$ cat config.mk
export PLATFORM = sky130hd
export DESIGN_NAME = lsu_ctrl
export DESIGN_NICKNAME = d
export VERILOG_FILES = /design/src/rtl/lsu_ctrl.sv
export SDC_FILE = /design/constraint.sdc
export NUM_CORES = 1
export LEC_CHECK = 0
export CAP_MARGIN = 20
export CORE_MARGIN = 2
export CORE_UTILIZATION = 45
export CTS_CLUSTER_DIAMETER = 150
export DETAILED_ROUTE_END_ITERATION = 6
export PLACE_DENSITY = 0.82
export SLEW_MARGIN = 20
export SYNTH_ARGS = -nofsm -noshare
export SYNTH_HDL_FRONTEND = slang
export SYNTH_SLANG_ARGS = --single-unit
$ cat constraint.sdc
create_clock -name clk -period 6.8 [get_ports clk]
set_clock_uncertainty 0.1 [all_clocks]
set_input_delay 1.36 -clock clk [delete_from_list [all_inputs] [get_ports clk]]
set_output_delay 1.36 -clock clk [all_outputs]
set_load 0.02 [all_outputs]
$ cat src/rtl/lsu_ctrl.sv
// Load/store initiator between the execute stage and a word-addressed data
// memory. One request at a time: it checks alignment, drives the memory-side
// read/write encoding, and returns a formatted, register-ready load result.
// Sub-word stores can be done as read-modify-write. The memory's lane writes
// zero the bytes that are not selected, so a direct lane write would destroy
// the neighbouring bytes.
module lsu_ctrl #(
   parameter int ADDR_WIDTH  = 15,
   parameter bit RMW_SUBWORD = 1'b1
) (
   input  logic        clk,
   input  logic        rst,
   input  logic        req_valid,
   output logic        req_ready,
   input  logic        req_store,
   input  logic [2:0]  req_funct3,
   input  logic [31:0] req_addr,
   input  logic [31:0] req_wdata,
   output logic        resp_valid,
   output logic [31:0] resp_rdata,
   output logic        resp_misalign,
   output logic [3:0]  wmem,
   output logic [4:0]  rmem,
   output logic [31:0] mem_addr,
   output logic [31:0] store_data,
   input  logic [31:0] load_data
);

   typedef enum logic [2:0] {
      IDLE    = 3'd0,
      LD_ADDR = 3'd1,
      LD_DATA = 3'd2,
      ST_WR   = 3'd3,
      RMW_RD  = 3'd4,
      RMW_WR  = 3'd5
   } state_t;

   state_t                state_reg;
   logic [2:0]            funct3_reg;
   logic [ADDR_WIDTH+1:0] addr_reg;
   logic [31:0]           wdata_reg;

   logic                  req_bad;
   logic [1:0]            off;
   logic [3:0]            lane_mask;
   logic [31:0]           load_shifted;
   logic [31:0]           load_fmt;
   logic [31:0]           merge_data;
   logic [31:0]           mem_word;

   // Reset is included so nothing is accepted while rst is held.
   assign req_ready = (state_reg == IDLE) && !rst;

   assign off      = addr_reg[1:0];
   assign mem_word = {{(32-ADDR_WIDTH){1'b0}}, addr_reg[ADDR_WIDTH+1:2]};

   // Legality of the incoming request: funct3 encoding and natural alignment.
   always_comb begin
      req_bad = 1'b0;
      case (req_funct3)
         3'b000:  req_bad = 1'b0;
         3'b001:  req_bad = req_addr[0];
         3'b010:  req_bad = (req_addr[1:0] != 2'b00);
         3'b100:  req_bad = req_store;
         3'b101:  req_bad = req_store | req_addr[0];
         default: req_bad = 1'b1;
      endcase
   end

   // Byte-lane mask of the captured access; size lives in funct3[1:0].
   always_comb begin
      lane_mask = 4'b1111;
      case (funct3_reg[1:0])
         2'b00:   lane_mask = 4'b0001 << off;
         2'b01:   lane_mask = off[1] ? 4'b1100 : 4'b0011;
         default: lane_mask = 4'b1111;
      endcase
   end

   // Load result: shift the addressed lane down, then sign or zero extend.
   always_comb begin
      load_shifted = load_data >> {off, 3'b000};
      load_fmt     = load_data;
      case (funct3_reg[1:0])
         2'b00:   load_fmt = {{24{~funct3_reg[2] & load_shifted[7]}},  load_shifted[7:0]};
         2'b01:   load_fmt = {{16{~funct3_reg[2] & load_shifted[15]}}, load_shifted[15:0]};
         default: load_fmt = load_data;
      endcase
   end

   // Read-modify-write merge: old word with the stored lane(s) replaced.
   always_comb begin
      merge_data = load_data;
      if (funct3_reg[1:0] == 2'b00)
         merge_data[{off, 3'b000} +: 8] = wdata_reg[7:0];
      else if (funct3_reg[1:0] == 2'b01)
         merge_data[{off[1], 4'b0000} +: 16] = wdata_reg[15:0];
   end

   // Memory-side outputs decoded from state; writes only in ST_WR / RMW_WR so
   // an asynchronous reset cancels any write at once.
   always_comb begin
      wmem       = 4'b0000;
      rmem       = 5'b00000;
      mem_addr   = 32'h0;
      store_data = 32'h0;
      case (state_reg)
         LD_ADDR, LD_DATA: begin
            mem_addr = mem_word;
            rmem     = {(funct3_reg[2:1] == 2'b00), lane_mask};
         end
         ST_WR: begin
            mem_addr   = mem_word;
            wmem       = lane_mask;
            store_data = wdata_reg;
         end
         RMW_RD: begin
            mem_addr = mem_word;
            rmem     = 5'b01111;
         end
         RMW_WR: begin
            mem_addr   = mem_word;
            wmem       = 4'b1111;
            store_data = merge_data;
         end
         default: ;
      endcase
   end

   // Control FSM with registered response outputs.
   always_ff @(posedge clk or posedge rst) begin
      if (rst) begin
         state_reg     <= IDLE;
         funct3_reg    <= 3'b000;
         addr_reg      <= '0;
         wdata_reg     <= 32'h0;
         resp_valid    <= 1'b0;
         resp_rdata    <= 32'h0;
         resp_misalign <= 1'b0;
      end else begin
         resp_valid    <= 1'b0;
         resp_misalign <= 1'b0;
         resp_rdata    <= 32'h0;
         case (state_reg)
            IDLE: begin
               if (req_valid) begin
                  funct3_reg <= req_funct3;
                  addr_reg   <= req_addr[ADDR_WIDTH+1:0];
                  wdata_reg  <= req_wdata;
                  if (req_bad) begin
                     resp_valid    <= 1'b1;
                     resp_misalign <= 1'b1;
                  end else if (!req_store) begin
                     state_reg <= LD_ADDR;
                  end else if (RMW_SUBWORD && (req_funct3[1:0] != 2'b10)) begin
                     state_reg <= RMW_RD;
                  end else begin
                     state_reg <= ST_WR;
                  end
               end
            end
            LD_ADDR: state_reg <= LD_DATA;
            LD_DATA: begin
               resp_rdata <= load_fmt;
               resp_valid <= 1'b1;
               state_reg  <= IDLE;
            end
            ST_WR: begin
               resp_valid <= 1'b1;
               state_reg  <= IDLE;
            end
            RMW_RD: state_reg <= RMW_WR;
            RMW_WR: begin
               resp_valid <= 1'b1;
               state_reg  <= IDLE;
            end
            default: state_reg <= IDLE;
         endcase
      end
   end

endmodule

### After elaboration in Yosys (flattened, before gate mapping)

Index checks and enable logic that the tools add are counted.

| word-level totals | value |
|---|---|
| input port bits | 103 |
| register bits | 89 |

| cells by class | value |
|---|---|
| bitwise gates (word level) | 4 |
| reduce and logical (&&, ||, !) cells | 12 |
| multiplexer cells | 22 |
| add/subtract/negate cells | 2 |
| equal/unequal tests | 13 |
| shift operators | 6 |

Operators by type and width:

| cell | number |
|---|---|
| one-hot mux 32 bit (2 select lines) | 2 |
| two-way mux 32 bit | 3 |
| bitwise mux 32 bit | 2 |
| variable shift 16 x 7 -> 32 bit (first input constant) | 1 |
| variable shift 8 x 7 -> 32 bit (first input constant) | 1 |
| indexed part select 16 x 7 -> 32 bit | 1 |
| indexed part select 8 x 7 -> 32 bit | 1 |
| right shift 32 x 5 -> 16 bit | 1 |
| one-hot mux 4 bit (2 select lines) | 2 |
| two-way mux 15 bit | 1 |
| negator 5 -> 7 bit | 2 |
| equality test 3 bit (second input constant) | 4 |
| two-way mux 3 bit | 4 |
| one-hot mux 5 bit (2 select lines) | 1 |
| equality test 3 x 2 -> 1 bit (second input constant) | 3 |
| one-hot mux 3 bit (3 select lines) | 1 |
| equality test 3 x 1 -> 1 bit (second input constant) | 2 |
| zero test 3 bit | 2 |
| != test 2 bit (second input constant) | 3 |
| one-hot mux 1 bit (5 select lines) | 1 |
| OR reduction 5 bit | 1 |
| zero test 2 bit | 2 |
| two-way mux 4 bit | 1 |
| AND reduction 2 bit | 2 |
| 12 further kinds | 15 |

### Depth between registers and ports, before layout

Gate-level depths: netlist (run 1).

| logic depth | value |
|---|---|
| depth in word-level cells | 6 |
| gate-level depth with buffers | 8 |

### Worst setup path after synthesis (run 1)

Ideal clock, no wire load.

| timing | value |
|---|---|
| kind | register to output |
| start point | register addr_reg[0] |
| end point | output port store_data[11] |
| arrival | 2.456 ns |
| stages on the path, launching flop included | 8 |
| setup slack | 2.884 ns |
| buffers on the path | 2 |
| path through | dfrtp_1 inv_1 clkbuf_1 ha_1 and4b_1 clkbuf_1 a221oi_1 o32ai_1 |

| on the way | value |
|---|---|
| cells in the longest elaborated chain, start to end | 5 |
| elaborated cells on any way between the ends | 6 |
| classes of those cells | 1 x add/sub; 2 x shift; 3 x mux |

Ends and longest elaborated chain:

| item | line | RTL |
|---|---|---|
| start, declared | 40 | `logic [ADDR_WIDTH+1:0] addr_reg;` |
| start signal, assigned | 148 | `addr_reg <= req_addr[ADDR_WIDTH+1:0];` |
| negator 5 -> 7 bit * | 95 | `merge_data[{off, 3'b000} +: 8] = wdata_reg[7:0];` |
| indexed part select 8 x 7 -> 32 bit or variable shift 8 x 7 -> 32 bit (tied branches) | 95 |  |
| bitwise mux 32 bit * | 95 |  |
| two-way mux 32 bit * | 94 | `if (funct3_reg[1:0] == 2'b00)` |
| one-hot mux 32 bit (2 select lines) * | 107 | `case (state_reg)` |
| end, declared | 25 | `output logic [31:0] store_data,` |

Mark *: on every way between the ends. The rest lies on a longest branch, timed or not.

### Final worst setup path (run 1)

| timing | value |
|---|---|
| start point | register addr_reg[1] |
| end point | output port store_data[27] |

| on the way | value |
|---|---|
| cells in the longest elaborated chain, start to end | 6 |
| elaborated cells on any way between the ends | 11 |
| classes of those cells | 2 x add/sub; 4 x shift; 5 x mux |

Ends and longest elaborated chain:

| item | line | RTL |
|---|---|---|
| negator 5 -> 7 bit | 97 | `merge_data[{off[1], 4'b0000} +: 16] = wdata_reg[15:0];` |
| indexed part select 16 x 7 -> 32 bit or variable shift 16 x 7 -> 32 bit (tied branches) | 97 |  |
| bitwise mux 32 bit | 97 |  |
| two-way mux 32 bit | 96 | `else if (funct3_reg[1:0] == 2'b01)` |
| two-way mux 32 bit * | 94 |  |
| one-hot mux 32 bit (2 select lines) * | 107 |  |

Marked as above.

==> out/qor.csv, run 1 <==
metric,value,unit
Yosys top cell area share,41.0,%
minimum clock period,5.28,ns
wire per inst,18.7,µm
max_slew headroom,34.0,%
final setup fails,0,
placed cell area,7140,µm²
Post-CTS Setup Inserts,0,
period utilization,77.7,%
drt initial violations,474,
R2R depth,4,
drt total wl,17300,µm
RR Startpoint,addr_reg[1],
critical path start-end classification,flip-flop to output pin,
max incr delay on CP,0.81,ns
Clock Root Buffer,clkbuf_16,
die height,114,µm
IO Pins,211,
Inserted Diodes,0,
Residual DRC,0,
worst slew pin tran,0.987,ns
synth cell count leaders,"nand2_1, dfrtp_1, a221oi_1, nor2_1, buf_4",
Row Count,40,
Mapped Area,5430,µm²
type of the worst min-delay path,flip-flop to flip-flop,
CP max stage cell,dfrtp_1,
placed cell count,907,
WHS Endpoint,addr_reg[8],
fmax,189,MHz
Clock Path Buffers,2,
Worst Path Arrival,3.82,ns
Place WS,1.92,ns
Reg2Reg Capture Point,resp_rdata[17],
max-slew violations,0,
Initial DRT Pass Iterations,5,
switch share,45.2,%
IO Port Bufs,178,
crit start category,flip-flop,
CP required,5.34,ns
first-pass GRT wire length,26700,µm
worst-path fanout max,19,
Worst VDD drop,0.000194,V
critical-path cell list,inv_1 -> ha_1 -> nor4bb_1 -> buf_4 -> a221oi_1 -> a311oi_1 -> a21o_1 -> clkdlybuf4s50_1,
Net Switching,1.38,mW
main flop type after synthesis,dfrtp_1,
static leakage,3.43,nW
# resized after CTS,0,
Hold Crit Depth,2,
hold_ws,0.366,ns
Total Nets Final,881,
clock power share,15.3,%
synth top area cells,"dfrtp_1, nand2_1, a221oi_1",
Seq cells post-synth,89,
pwr dens,410,nW/µm²
status,finished clean,
setup tns final,0,ns
Total GRT Usage,26.4,%
Synth Area per Inst,8.73,µm²
final antenna-violating net count,0,
Final WS setup,1.52,ns
count of cell types in the netlist,60,
grt total ovfl,0,
Via Count,5323,
synth warn,0,
clk_lat worst skew,0.35,ns
pin count of the biggest net entering global routing,90,
hold wc startpoint,addr_reg[8],
Clock Sinks,89,
ys async rst share,100,%
FF-to-FF setup slack,4.02,ns
H-tree levels,3,
initial antenna violation count,0,
Vias/cell,5.77,
Die Area,13000,µm²
Final Cell Area,7420,µm²
"EDFF count, synth",0,
P_int,1.67,mW
Comb power frac,52.8,%
placer congestion estimate,0.921,
share of power burned in registers,31.9,%
final core utilization,62.3,%
Clock transition at path regs,0.07,ns
number of cells in the finished layout apart from fillers,923,
Area Growth Syn to Fin,36.7,%
width of the die,114,µm
leading area contributor after synthesis,dfrtp_1,
number of global-route vias before repair,5080,
Final Hold Viols,0,
HPWL Detailed,12700,µm
Starting Density,45.6,%
cts bufs inserted,9,
CP Capture Type,output pin,
cts hold-fix bufs,0,
post-synthesis sequential area ratio,41.0,%
area of the core,11900,µm²
CTS tree,yes,
Syn Inst Count,622,
unrepaired setup endpoints after global routing,false,
ratio of cells with drive above 1 in the final layout,7.73,%
Overall Power,3.05,mW
top-count cell post-synth,nand2_1,
MaxCap Viol Count,0,
-- power by group through the flow --
stage	Sequential [mW]	Clock, mW	Combinational [mW]
after floorplan	0.907	0	1.11
after global placement	0.961	0	1.56
after detailed placement	0.975	0	1.60
after CTS	0.967	0.472	1.61
after global routing	1.00	0.501	1.75
final	0.972	0.466	1.61
-- cell families (layout without fill, tap and decap cells) --
| kind of cell | count (synthesis) | in the layout | synth area share, % |
|---|---|---|---|
| flops | 89 | 89 | 41.0 |
| mux | 22 | 22 | 4.47 |
| other cells | 1 | 17 | 0.0690 |
| buf+inv | 79 | 217 | 7.83 |
| xor+xnor | 2 | 2 | 0.323 |
| simple gates | 262 | 262 | 21.5 |
| compound gates | 160 | 160 | 23.2 |
| fa+ha+maj | 7 | 7 | 1.61 |
-- cells in the final DEF, fill, tap and decap left out, types with 3 or more instances in the layout --
master	n
nor3_1	3
buf_4	5
o21bai_1	7
o21a_1	3
o22ai_1	3
a311oi_1	16
inv_1	15
nand3b_1	3
clkdlybuf4s50_1	178
nand2_1	183
o31ai_1	3
a22oi_1	7
o32ai_1	5
clkbuf_16	9
o21ai_2	10
clkinv_2	3
nor2_1	26
nor2b_1	3
and2_1	18
a21oi_1	10
a21o_1	17
ha_1	7
a221oi_1	37
conb_1	17
o21ai_0	16
dfrtp_1	89
mux2_2	18
nand2b_1	5
a22o_1	7
mux2i_1	4
nand3_1	3
o211a_1	7
-- critical path, delay by kind of cell (launching register included) --
| kind | cells | cell delay, ns |
|---|---|---|
| and+or+nand+nor | 1 | 0.30 |
| buffers and inverters | 3 | 1.17 |
| AOI/OAI and AO/OA | 3 | 0.76 |
| adders and majority gates | 1 | 0.41 |
| DFF | 1 | 0.81 |
-- area by class of cell --
| cell class | count | area [µm²] |
|---|---|---|
| well taps | 147 | 184 |
| multi-input cells | 470 | 2840 |
| inverters | 17 | 65.1 |
| flip-flops and latches | 89 | 2230 |
| clock buffers | 12 | 246 |
| fillers | 996 | 4490 |
| clock inverters | 4 | 27.5 |
| repair buffers | 184 | 1830 |
-- worst max path at each step --
stage	from	end	depth (start not counted)	slack, ns
6_report	addr_reg[1]	store_data[27]	8	1.52
5_1_grt	addr_reg[1]	store_data[27]	8	1.34
4_1_cts	addr_reg[1]	store_data[27]	8	1.56
3_5_place_dp	load_data[27]	store_data[27]	5	1.92
3_3_place_gp	load_data[27]	store_data[27]	5	1.92
2_1_floorplan	addr_reg[0]	store_data[11]	7	2.88
-- routing by layer --
metal	track usage (%)	share of wire, %
met1	36.0	42
met2	42.2	48
met3	4.73	8.2
met4	10.1	2.2
met5	0	0
Power figures use the tool's default switching activity.
==> run 2: changes to the inputs <==
Settings changed: CORE_UTILIZATION 45 to 40, PLACE_DENSITY 0.82 to 0.77.
Clock period 6.8 ns to 4.73 ns, I/O delays scaled along.
==> out/qor.csv, run 2 (synthesized netlist as in run 1, its figures left out) <==
metric,value,unit,change
type of the worst min-delay path,flip-flop to flip-flop,,unchanged
CP max stage cell,clkdlybuf4s50_1,,was dfrtp_1
Post-CTS Setup Inserts,0,,unchanged
Total GRT Usage,23.9,%,was 26.4%
Total Nets Final,884,,was 881
drt initial violations,472,,was 474
Fillers,1192,,was 996
worst slew pin tran,1.04,ns,was 0.987 ns
cts hold-fix bufs,0,,unchanged
Top delay family on crit path,buffers and inverters,,unchanged
wire per inst,18.0,µm,was 18.7 µm
crit start category,flip-flop,,unchanged
number of global-route vias before repair,5255,,"was 5,080"
status,finished clean,,unchanged
CTS tree,yes,,unchanged
worst-path fanout max,19,,unchanged
IO Pins,211,,unchanged
Row Count,42,,was 40
drt total wl,17200,µm,"was 17,300 µm"
Clock Sinks,89,,unchanged
Clock Root Buffer,clkbuf_16,,unchanged
placed cell count,939,,was 907
CP Capture Type,output pin,,unchanged
cts bufs inserted,9,,unchanged
CP bufs+invs,4,,was 3
# resized after CTS,0,,unchanged
FF-to-FF setup slack,2.19,ns,was 4.02 ns
die height,121,µm,was 114 µm
Initial DRT Pass Iterations,5,,unchanged
Starting Density,41.0,%,was 45.6%
Final Hold Viols,0,,unchanged
Via Count,5250,,"was 5,323"
Die Area,14500,µm²,"was 13,000 µm²"
pin count of the biggest net entering global routing,63,,was 90
static leakage,3.46,nW,was 3.43 nW
max-slew violations,0,,unchanged
Worst Path Arrival,3.29,ns,was 3.82 ns
critical path start-end classification,flip-flop to output pin,,unchanged
Inserted Diodes,0,,unchanged
period utilization,91.7,%,
initial antenna violation count,0,,unchanged
minimum clock period,4.34,ns,
hold_ws,0.368,ns,was 0.366 ns
fmax,230,MHz,
MaxCap Viol Count,0,,unchanged
Residual DRC,0,,unchanged
Clock Path Buffers,2,,unchanged
number of cells in the finished layout apart from fillers,955,,was 923
H-tree levels,3,,unchanged
critical-path cell list,buf_4 -> inv_1 -> ha_1 -> nor4bb_1 -> buf_4 -> a221oi_1 -> a311oi_1 -> a21o_1 -> clkdlybuf4s50_1,,was inv_1 -> ha_1 -> nor4bb_1 -> buf_4 -> a221oi_1 -> a311oi_1 -> a21o_1 -> clkdlybuf4s50_1
ratio of cells with drive above 1 in the final layout,8.34,%,was 7.73%
width of the die,121,µm,was 114 µm
CP required,3.68,ns,was 5.34 ns
Clock transition at path regs,0.06,ns,was 0.07 ns
IO Port Bufs,178,,unchanged
Most common cell on crit path,buf_4,,
placer congestion estimate,0.939,,was 0.921
clk_lat worst skew,0.35,ns,about the same
max_slew headroom,30.4,%,was 34.0%
pwr dens,596,nW/µm²,was 410 nW/µm²
final setup fails,0,,unchanged
area of the core,13200,µm²,"was 11,900 µm²"
Area Growth Syn to Fin,38.4,%,was 36.7%
final antenna-violating net count,0,,unchanged
setup tns final,0,ns,unchanged
most frequent cells in the layout,"nand2_1, clkdlybuf4s50_1, dfrtp_1",,unchanged
HPWL Detailed,12800,µm,"was 12,700 µm"
"commonest non-fill, non-tap cell in the layout",nand2_1,,unchanged
unrepaired setup endpoints after global routing,false,,unchanged
first-pass GRT wire length,27200,µm,"was 26,700 µm"
grt total ovfl,0,,unchanged
Vias/cell,5.50,,was 5.77
max incr delay on CP,0.60,ns,was 0.81 ns
Worst VDD drop,0.000254,V,was 0.000194 V
## run 2: cell count changes in the layout (fill, tap and decap cells not counted)
cell        delta
inv_6          +1
buf_4          +4
clkinv_4       -1
clkinvlp_4     +2
bufinv_16      +1
inv_4          +1
and2_2         +1
inv_8          +1
and2_4         -1
clkinv_2       -3
clkbuf_1       -2
buf_6          -1
## run 2: worst paths after layout
check / start / to / depth (start not counted)
min: addr_reg[2] / addr_reg[2] / 2
min in group asynchronous: rst / addr_reg[14] / 2
max: addr_reg[1] / store_data[25] / 9
min reg2reg: addr_reg[2] / addr_reg[2] / 2
max reg2reg: state_reg[2] / wdata_reg[0] / 3
max in group asynchronous: rst / resp_rdata[13] / 3
## run 2: worst register-to-register path, delay by kind of cell, from the launching register on
family	cells	cell delay [ns]
AND/OR/NAND/NOR	2	1.28
flip-flops	1	0.59
multiplexers	1	0.46
## run 2: per-stage QoR
stage	utilization [%]	setup WS [ns]	power [mW]	area (µm²)
after floorplan	-	1.23	2.90	5490
after global placement	54.4	0.736	3.66	7200
after detailed placement	54.4	0.747	3.73	7200
after CTS	56.7	0.407	4.49	7510
after global routing	56.8	0.230	4.77	7520
final	56.8	0.390	4.48	7520
## run 2: final cells by class
type                    instances  area [µm²]  area share [%]
clock buffers                  10         239            3.18
clock inverters                 6        73.8           0.982
inverters                      17        66.3           0.882
multi-input cells             470        2840            37.8
flip-flops and latches         89        2230            29.6
well taps                     176         220            2.93
repair buffers                187        1850            24.6
## run 2: per-layer routing
metal	vias to the layer above	track usage, %	part of all wire, %	wire [µm]
met1	2529	31.4	44	7490
met3	28	4.53	6.5	1110
met2	218	39.5	48	8220
met4	0	8.07	2.0	348
li1	2475	-	-	-
met5	-	0	0	0
## run 2: report_power, final
part / switching [mW] / internal [mW] / leakage [nW]
Clock: 0.317 / 0.431 / 0.148
Sequential: 0.288 / 1.06 / 1.14
Combinational: 1.40 / 0.984 / 2.17
Total: 2.01 / 2.47 / 3.46
